**src/rtl/muldiv.sv**
```systemverilog
// Iterative 32-bit MIPS multiply/divide unit with architectural HI/LO.
// One shift-add or restoring shift-subtract step per cycle, n steps per operation.
module muldiv #(
  parameter int n  = 32,
  parameter int CW = 6
) (
  input  logic         clk,
  input  logic         reset,
  input  logic         start,
  input  logic [1:0]   op,
  input  logic [n-1:0] a,
  input  logic [n-1:0] b,
  input  logic         mthi,
  input  logic         mtlo,
  input  logic [n-1:0] wdata,
  output logic         busy,
  output logic         done,
  output logic [n-1:0] hi,
  output logic [n-1:0] lo
);

  typedef enum logic [1:0] {S_IDLE, S_RUN, S_DONE} state_t;

  localparam logic [CW-1:0] LAST = CW'(n - 1);

  state_t          state;
  logic [CW-1:0]   cnt;
  logic            isdiv, sa, sb, dz;
  logic [n-1:0]    mb;   // divisor / multiplicand magnitude
  logic [n-1:0]    acc;  // partial remainder / product upper half
  logic [n-1:0]    q;    // dividend->quotient / multiplier->product lower half

  logic            sgn;
  logic [n-1:0]    amag, bmag;
  logic [n:0]      sum, shl;
  logic [n-1:0]    diff, nacc, nq, rhi, rlo;
  logic [2*n-1:0]  prod;

  always_comb begin
    sgn  = ~op[0];
    amag = (sgn & a[n-1]) ? -a : a;
    bmag = (sgn & b[n-1]) ? -b : b;

    sum  = {1'b0, acc} + {1'b0, mb};
    shl  = {acc, q[n-1]};
    diff = shl[n-1:0] - mb;
    nacc = acc;
    nq   = q;
    if (!isdiv) begin
      if (q[0]) {nacc, nq} = {sum, q[n-1:1]};
      else      {nacc, nq} = {1'b0, acc, q[n-1:1]};
    end else if (shl >= {1'b0, mb}) begin
      nacc = diff;
      nq   = {q[n-2:0], 1'b1};
    end else begin
      nacc = shl[n-1:0];
      nq   = {q[n-2:0], 1'b0};
    end

    prod = {nacc, nq};
    if (sa ^ sb) prod = -prod;

    // Divide by zero falls out naturally as q=all ones, rem=|a|; sign fixup restores a.
    if (!isdiv) begin
      {rhi, rlo} = prod;
    end else begin
      rhi = sa ? -nacc : nacc;
      rlo = dz ? '1 : ((sa ^ sb) ? -nq : nq);
    end
  end

  always_ff @(posedge clk or negedge reset) begin
    if (!reset) begin
      state <= S_IDLE;
      cnt   <= '0;
      busy  <= 1'b0;
      done  <= 1'b0;
      hi    <= '0;
      lo    <= '0;
      isdiv <= 1'b0;
      sa    <= 1'b0;
      sb    <= 1'b0;
      dz    <= 1'b0;
      mb    <= '0;
      acc   <= '0;
      q     <= '0;
    end else begin
      done <= 1'b0;
      case (state)
        S_IDLE: begin
          if (start) begin
            isdiv <= op[1];
            sa    <= sgn & a[n-1];
            sb    <= sgn & b[n-1];
            dz    <= (b == '0);
            mb    <= bmag;
            q     <= amag;
            acc   <= '0;
            cnt   <= '0;
            busy  <= 1'b1;
            state <= S_RUN;
          end else begin
            if (mthi) hi <= wdata;
            if (mtlo) lo <= wdata;
          end
        end
        S_RUN: begin
          acc <= nacc;
          q   <= nq;
          cnt <= cnt + 1'b1;
          if (cnt == LAST) begin
            busy  <= 1'b0;
            done  <= 1'b1;
            hi    <= rhi;
            lo    <= rlo;
            state <= S_DONE;
          end
        end
        S_DONE:  state <= S_IDLE;
        default: state <= S_IDLE;
      endcase
    end
  end

endmodule

```
**config.mk**
```make
export PLATFORM = sky130hd
export DESIGN_NAME = muldiv
export DESIGN_NICKNAME = d
export VERILOG_FILES = /design/src/rtl/muldiv.sv
export SDC_FILE = /design/constraint.sdc
export NUM_CORES = 1
export LEC_CHECK = 0
export ABC_CLOCK_PERIOD_IN_PS = 14050
export CORE_UTILIZATION = 63
export CTS_CLUSTER_DIAMETER = 80
export CTS_CLUSTER_SIZE = 8
export DETAILED_ROUTE_END_ITERATION = 8
export PLACE_DENSITY = 0.95
export SYNTH_ARGS = -nofsm -noshare
export SYNTH_HDL_FRONTEND = slang
export SYNTH_SLANG_ARGS = --single-unit
```
**constraint.sdc**
```tcl
create_clock -name clk -period 14.05 [get_ports clk]
set_clock_uncertainty 0.15 [all_clocks]
set_input_delay 1.405 -clock clk [delete_from_list [all_inputs] [get_ports clk]]
set_output_delay 1.405 -clock clk [all_outputs]
set_load 0.05 [all_outputs]
```
## Word-level counts from Yosys, hierarchy flattened

Cells that the tools add are included.

| storage, ports and cells | value |
|---|---|
| bits of input ports | 103 |
| register bits | 174 |

| cells by class | value |
|---|---|
| bitwise operators | 4 |
| add/subtract/negate cells | 8 |
| reduce and logical (&&, ||, !) cells | 9 |
| equal/unequal tests | 7 |
| order comparisons | 1 |
| multiplexer cells | 36 |

Operator list:

| kind | count |
|---|---|
| 2-to-1 mux 32 bit | 20 |
| case mux 32 bit (2 select lines) | 4 |
| negator 32 bit | 4 |
| 2-to-1 mux 64 bit | 1 |
| negator 64 bit | 1 |
| adder 32 x 32 -> 33 bit | 1 |
| greater-or-equal comparator 33 x 32 -> 1 bit | 1 |
| zero test 32 bit | 1 |
| subtractor 32 bit | 1 |
| case mux 6 bit (2 select lines) | 1 |
| inequality test 2 bit (second input constant) | 5 |
| AND reduction 4 bit | 2 |
| adder 6 x 1 -> 6 bit (second input constant) | 1 |
| == test 6 x 5 -> 1 bit (second input constant) | 1 |
| 2-to-1 mux 6 bit | 1 |
| AND reduction 2 bit | 3 |
| 2-to-1 mux 1 bit | 5 |
| 2-to-1 mux 2 bit | 2 |
| case mux 2 bit (2 select lines) | 1 |
| AND reduction 3 bit | 1 |
| AND 1 bit | 2 |
| == test 2 x 1 -> 1 bit (second input constant) | 1 |
| zero test 2 bit | 1 |
| case mux 1 bit (2 select lines) | 1 |
| 3 further kinds | 3 |

## Depth between registers and ports, before layout

| logic depth | value |
|---|---|
| word-level depth | 9 |
| depth in mapped cells | 26 |

## Least setup slack after synthesis

Ideal clock, no wire load.

| timing path | value |
|---|---|
| path kind | register to register |
| start point | register isdiv |
| end point | register hi[30] |
| slack | 8.295 ns |
| buffers on the path | 9 |
| data arrival time | 5.473 ns |
| cell stages (with the launch flop) | 23 |
| path through | dfrtp_1 clkbuf_1 buf_2 buf_2 buf_1 buf_1 clkbuf_1 clkbuf_1 buf_1 nand2_1 o21ai_0 ha_1 nand2_1 or4_1 nor3_1 and3_1 and2_1 clkbuf_1 nand4_1 or3_1 a31oi_1 xor2_1 o21ai_1 |

| on the way | value |
|---|---|
| word-level cells in the longest chain between the ends | 6 |
| elaborated cells on any way between the ends | 9 |

RTL lines:

| what | line | text |
|---|---|---|
| start: declaration | 28 | `logic isdiv, sa, sb, dz;` |
| start signal: assignment | 92 | `isdiv <= op[1];` |
| 2-to-1 mux 32 bit | 49 | `if (!isdiv) begin` |
| negator 64 bit / negator 32 bit (equally long branches) | 61, 67 |  |
| 2-to-1 mux 64 bit / 2-to-1 mux 32 bit (equally long branches) | 61, 67 |  |
| 2-to-1 mux 32 bit (*) | 64 | `if (!isdiv) begin` |
| 2-to-1 mux 32 bit (*) | 111 | `if (cnt == LAST) begin` |
| case mux 32 bit (2 select lines) (*) | 89 | `case (state)` |
| end signal: assignment | 103 | `if (mthi) hi <= wdata;` |
| end signal: assignment | 114 | `hi <= rhi;` |
| end: declaration | 18 | `output logic [n-1:0] hi,` |

Every way passes the cells marked *; elsewhere a longest branch is shown, timed or not. The select of a mux whose other input is x is not followed.
A chain may end at the register's enable or synchronous reset.

## Worst setup path after layout

| timing path | value |
|---|---|
| start point | register mb[20] |
| end point | register hi[30] |

| on the way | value |
|---|---|
| word-level cells in the longest chain between the ends | 8 |
| elaborated cells on any way between the ends | 15 |

RTL lines:

| what | line | text |
|---|---|---|
| start: declaration | 29 | `logic [n-1:0] mb;` |
| start signal: assignment | 96 | `mb <= bmag;` |
| adder 32 x 32 -> 33 bit (tied with other cells) | 44 | `sum = {1'b0, acc} + {1'b0, mb};` |
| 2-to-1 mux 32 bit (tied with other cells) | 50 | `if (q[0]) {nacc, nq} = {sum, q[n-1:1]};` |
| 2-to-1 mux 32 bit | 49 |  |
| negator 64 bit / negator 32 bit (equally long branches) | 61, 67 |  |
| 2-to-1 mux 64 bit / 2-to-1 mux 32 bit (equally long branches) | 61, 67 |  |
| 2-to-1 mux 32 bit (*) | 64 |  |
| 2-to-1 mux 32 bit (*) | 111 |  |
| case mux 32 bit (2 select lines) (*) | 89 |  |

Marked as above.

==> results.yml <==
sta:
  drv_slew: 0
  setup_viol_count_final: 0
  period_share_pct: 47.05
  maxSlewHeadroom_pct: 11.25
  hold_slack_ps: 334.1
  fmax_mhz: 151.3
  rsz0062_at_grt: "false"
  period_needed_ps: 6610
  max_slew.worst_pin.slew_ps: 1331
  finalSetupTns_ps: 0
  final_hold_viol_count: 0
drt:
  vias: 17861
  detailedRoute.firstPassIterationCount: 9
  ant_nets: 0
  wl_um: 59120
  wl_per_cell_um: 23.79
  drt_iter0_drc: 2994
  drc: 1
  routed_via_density: 7.188
final_layout:
  nFillCells: 1842
  final_cell_mix: "nand2_1, dfrtp_1, o21ai_0, clkdlybuf4s50_1, nor2_1"
  final_nets: 2322
  drive_above_1_share_pct: 4.998
  multi_input_area_mm2: 0.01079
  seq_area_mm2: 0.004358
  diodes: 0
  final_common_cell: "nand2_1"
  syn2layout_area_growth_pct: 14.69
floorplan:
  die_h_um: 160.9
  die_x_um: 160.9
  initial_core_util_pct: 64.83
  core-area_mm2: 0.02453
  rows: 57
  die_area_mm2: 0.02589
  ioPinCount: 169
global_routing:
  grt.total_usage_pct: 44.85
  grt.overflow.total: 0
  grt_pass1_vias: 16511
  grt_max_degree: 97
  grt_pass1_wl_um: 90520
  grt_antenna_before_repair: 2
setup_path:
  r2r_slack_ps: 7440
  crit_chain: "inv_1 -> ha_1 -> a21oi_1 -> o21ai_0 -> a22o_1 -> or3_1 -> buf_4 -> nor2_2 -> buf_4 -> nand2_1 -> o21ai_0 -> ha_1 -> nand2_1 -> or4_1 -> nor3_1 -> and3_1 -> and2_1 -> nand4_1 -> or3_1 -> a31oi_1 -> xor2_1 -> o21ai_1"
  critPathBufInv: 3
  cp_slowest_cell: "nor3_1"
  criticalPathCategory: "flip-flop to flip-flop"
  r2r_start: "mb[20]$_DFFE_PN0P_"
  reg2reg_to: "hi[30]$_DFFE_PN0P_"
  crit_fanout: 26
  rr_worst_depth: 22
  end_kind: "flip-flop"
  crit_arrival_ps: 6770
  path_delay_family: "simple AND/OR/NAND/NOR gates"
  worst_path_largest_cell_delay_ps: 640
  required_ps: 14210
  start_kind: "flip-flop"
synth:
  synth_area_mm2: 0.01591
  netlist_instances: 2070
  yosysUniqueCellTypes: 99
  ys_ff_latch: 174
  synth.area.top_cells: "dfrtp_1, nand2_1, ha_1, o21ai_0, a21oi_1"
  synth_top_area_share_pct: 27.38
  ys_async_sr_fraction_pct: 100.0
  avgSynthCellArea_um2: 7.684
  synth_nets: 2244
  synth_edf_count: 0
  yosys_warnings: 0
  ys.flop_type: "dfrtp_1"
  synth_top_area_cell: "dfrtp_1"
  ys_seq_area_share_pct: 27.38
min_path:
  min_from: "busy$_DFFE_PN0P_"
  min_path_cells: 2
  hold_class: "flip-flop to flip-flop"
  hold_end: "busy$_DFFE_PN0P_"
power:
  p_total_mw: 5.421
  ir_drop_mv: 0.1658
  power.density_mw_per_mm2: 297.2
  p_leak_nw: 7.343
clock_tree:
  cts_setup_buffers: 0
  cts_root_buf: "clkbuf_16"
  clock_sinks: 174
  cts.hold.buffers_added: 0
  clk_path_buf_depth: 2
  h-tree-depth: 4
  clock_latency_ps: 460
  numCtsBuffers: 17
  clk_pin_slew_ps: 80
  ctsResizeCount: 0
  tritoncts: "built"
place:
  io_buffer_count: 168
  dp_hpwl_um: 43950
  globalplace.congestion: 1.091
job:
  max-cap-violations: 0
run_status:
  violations: "design-rule violations"
  status: "finished with violations"
## synth_stat cells, types with 44 or more instances
master,n
xnor2_1,73
dfrtp_1,174
ha_1,69
nor2_1,162
o21ai_0,167
inv_1,69
xor2_1,62
nand3_1,77
a31oi_1,66
a21oi_1,144
o221ai_1,44
nand2_1,293
clkbuf_1,90
## cell families (layout without fill, tap and decap cells)
logic type               Yosys count  count (layout)  share of synthesized area (%)
AO/OA/AOI/OAI                    663             663                          27.96
multiplexers                      47              47                          2.997
XOR/XNOR                         135             135                          7.434
flip-flops                       174             174                          27.38
AND/OR/NAND/NOR                  784             784                          23.55
buffers and inverters            196             287                          5.003
adder cells (fa/ha/maj)           71              71                          5.680
## sequential cells by signal, indices dropped and copies added (netlist names)
register / count
sb: 1
cnt: 6
mb: 32
q: 32
busy: 1
acc: 32
isdiv: 1
done: 1
hi: 32
state: 2
sa: 1
dz: 1
lo: 32
## power breakdown
group,leakage [nW],internal (mW),switching [mW]
combinational,4.96,1.35,2.61
sequential,2.09,0.708,0.246
clock,0.294,0.244,0.261
## layout make-up
type | count | share of cell area, %
repair buffers | 186 | 9.966
well taps | 324 | 2.222
flip-flops and latches | 174 | 23.89
clock inverters | 15 | 1.015
inverters | 69 | 1.420
multi-input cells | 1700 | 59.15
clock buffers | 17 | 2.332
## how the worst max path moves through the flow
stage	from	to	slack, ps	cells after the start
2_1_floorplan	isdiv$_DFFE_PN0P_	hi[30]$_DFFE_PN0P_	8300	22
3_3_place_gp	mb[20]$_DFFE_PN0P_	hi[30]$_DFFE_PN0P_	7960	22
3_5_place_dp	mb[20]$_DFFE_PN0P_	hi[30]$_DFFE_PN0P_	7750	22
4_1_cts	mb[20]$_DFFE_PN0P_	hi[30]$_DFFE_PN0P_	7630	22
5_1_grt	mb[20]$_DFFE_PN0P_	hi[30]$_DFFE_PN0P_	7140	22
6_report	mb[20]$_DFFE_PN0P_	hi[30]$_DFFE_PN0P_	7440	22
## metrics by stage
step                      std cells  instance area [µm²]  util, %  setup WS (ps)
final                          2485                18240    74.35           7440
after global routing           2485                18240    74.35           7142
after CTS                      2485                18240    74.35           7627
after detailed placement       2453                17630    71.86           7748
after global placement         2453                17630    71.86           7960
after floorplan                2070                15910        -           8295
## worst reg2reg max path: stages (launching register included)
cell and delay (ps):
dfrtp_1 390, inv_1 60, ha_1 430, a21oi_1 280, o21ai_0 240, a22o_1 260
or3_1 320, buf_4 230, nor2_2 120, buf_4 380, nand2_1 100, o21ai_0 170
ha_1 260, nand2_1 80, or4_1 470, nor3_1 640, and3_1 350, and2_1 360
nand4_1 260, or3_1 450, a31oi_1 240, xor2_1 160, o21ai_1 70
## routing by layer
metal	part of all wire (%)	track usage (%)	wire, µm	up-vias
met5	0	0	0	-
met2	43	67.54	25670	1358
li1	-	-	-	7835
met1	38	58.79	22510	8380
met4	5.4	22.73	3189	0
met3	13	12.60	7755	288
Note: power is estimated with default switching activity, not from simulation.
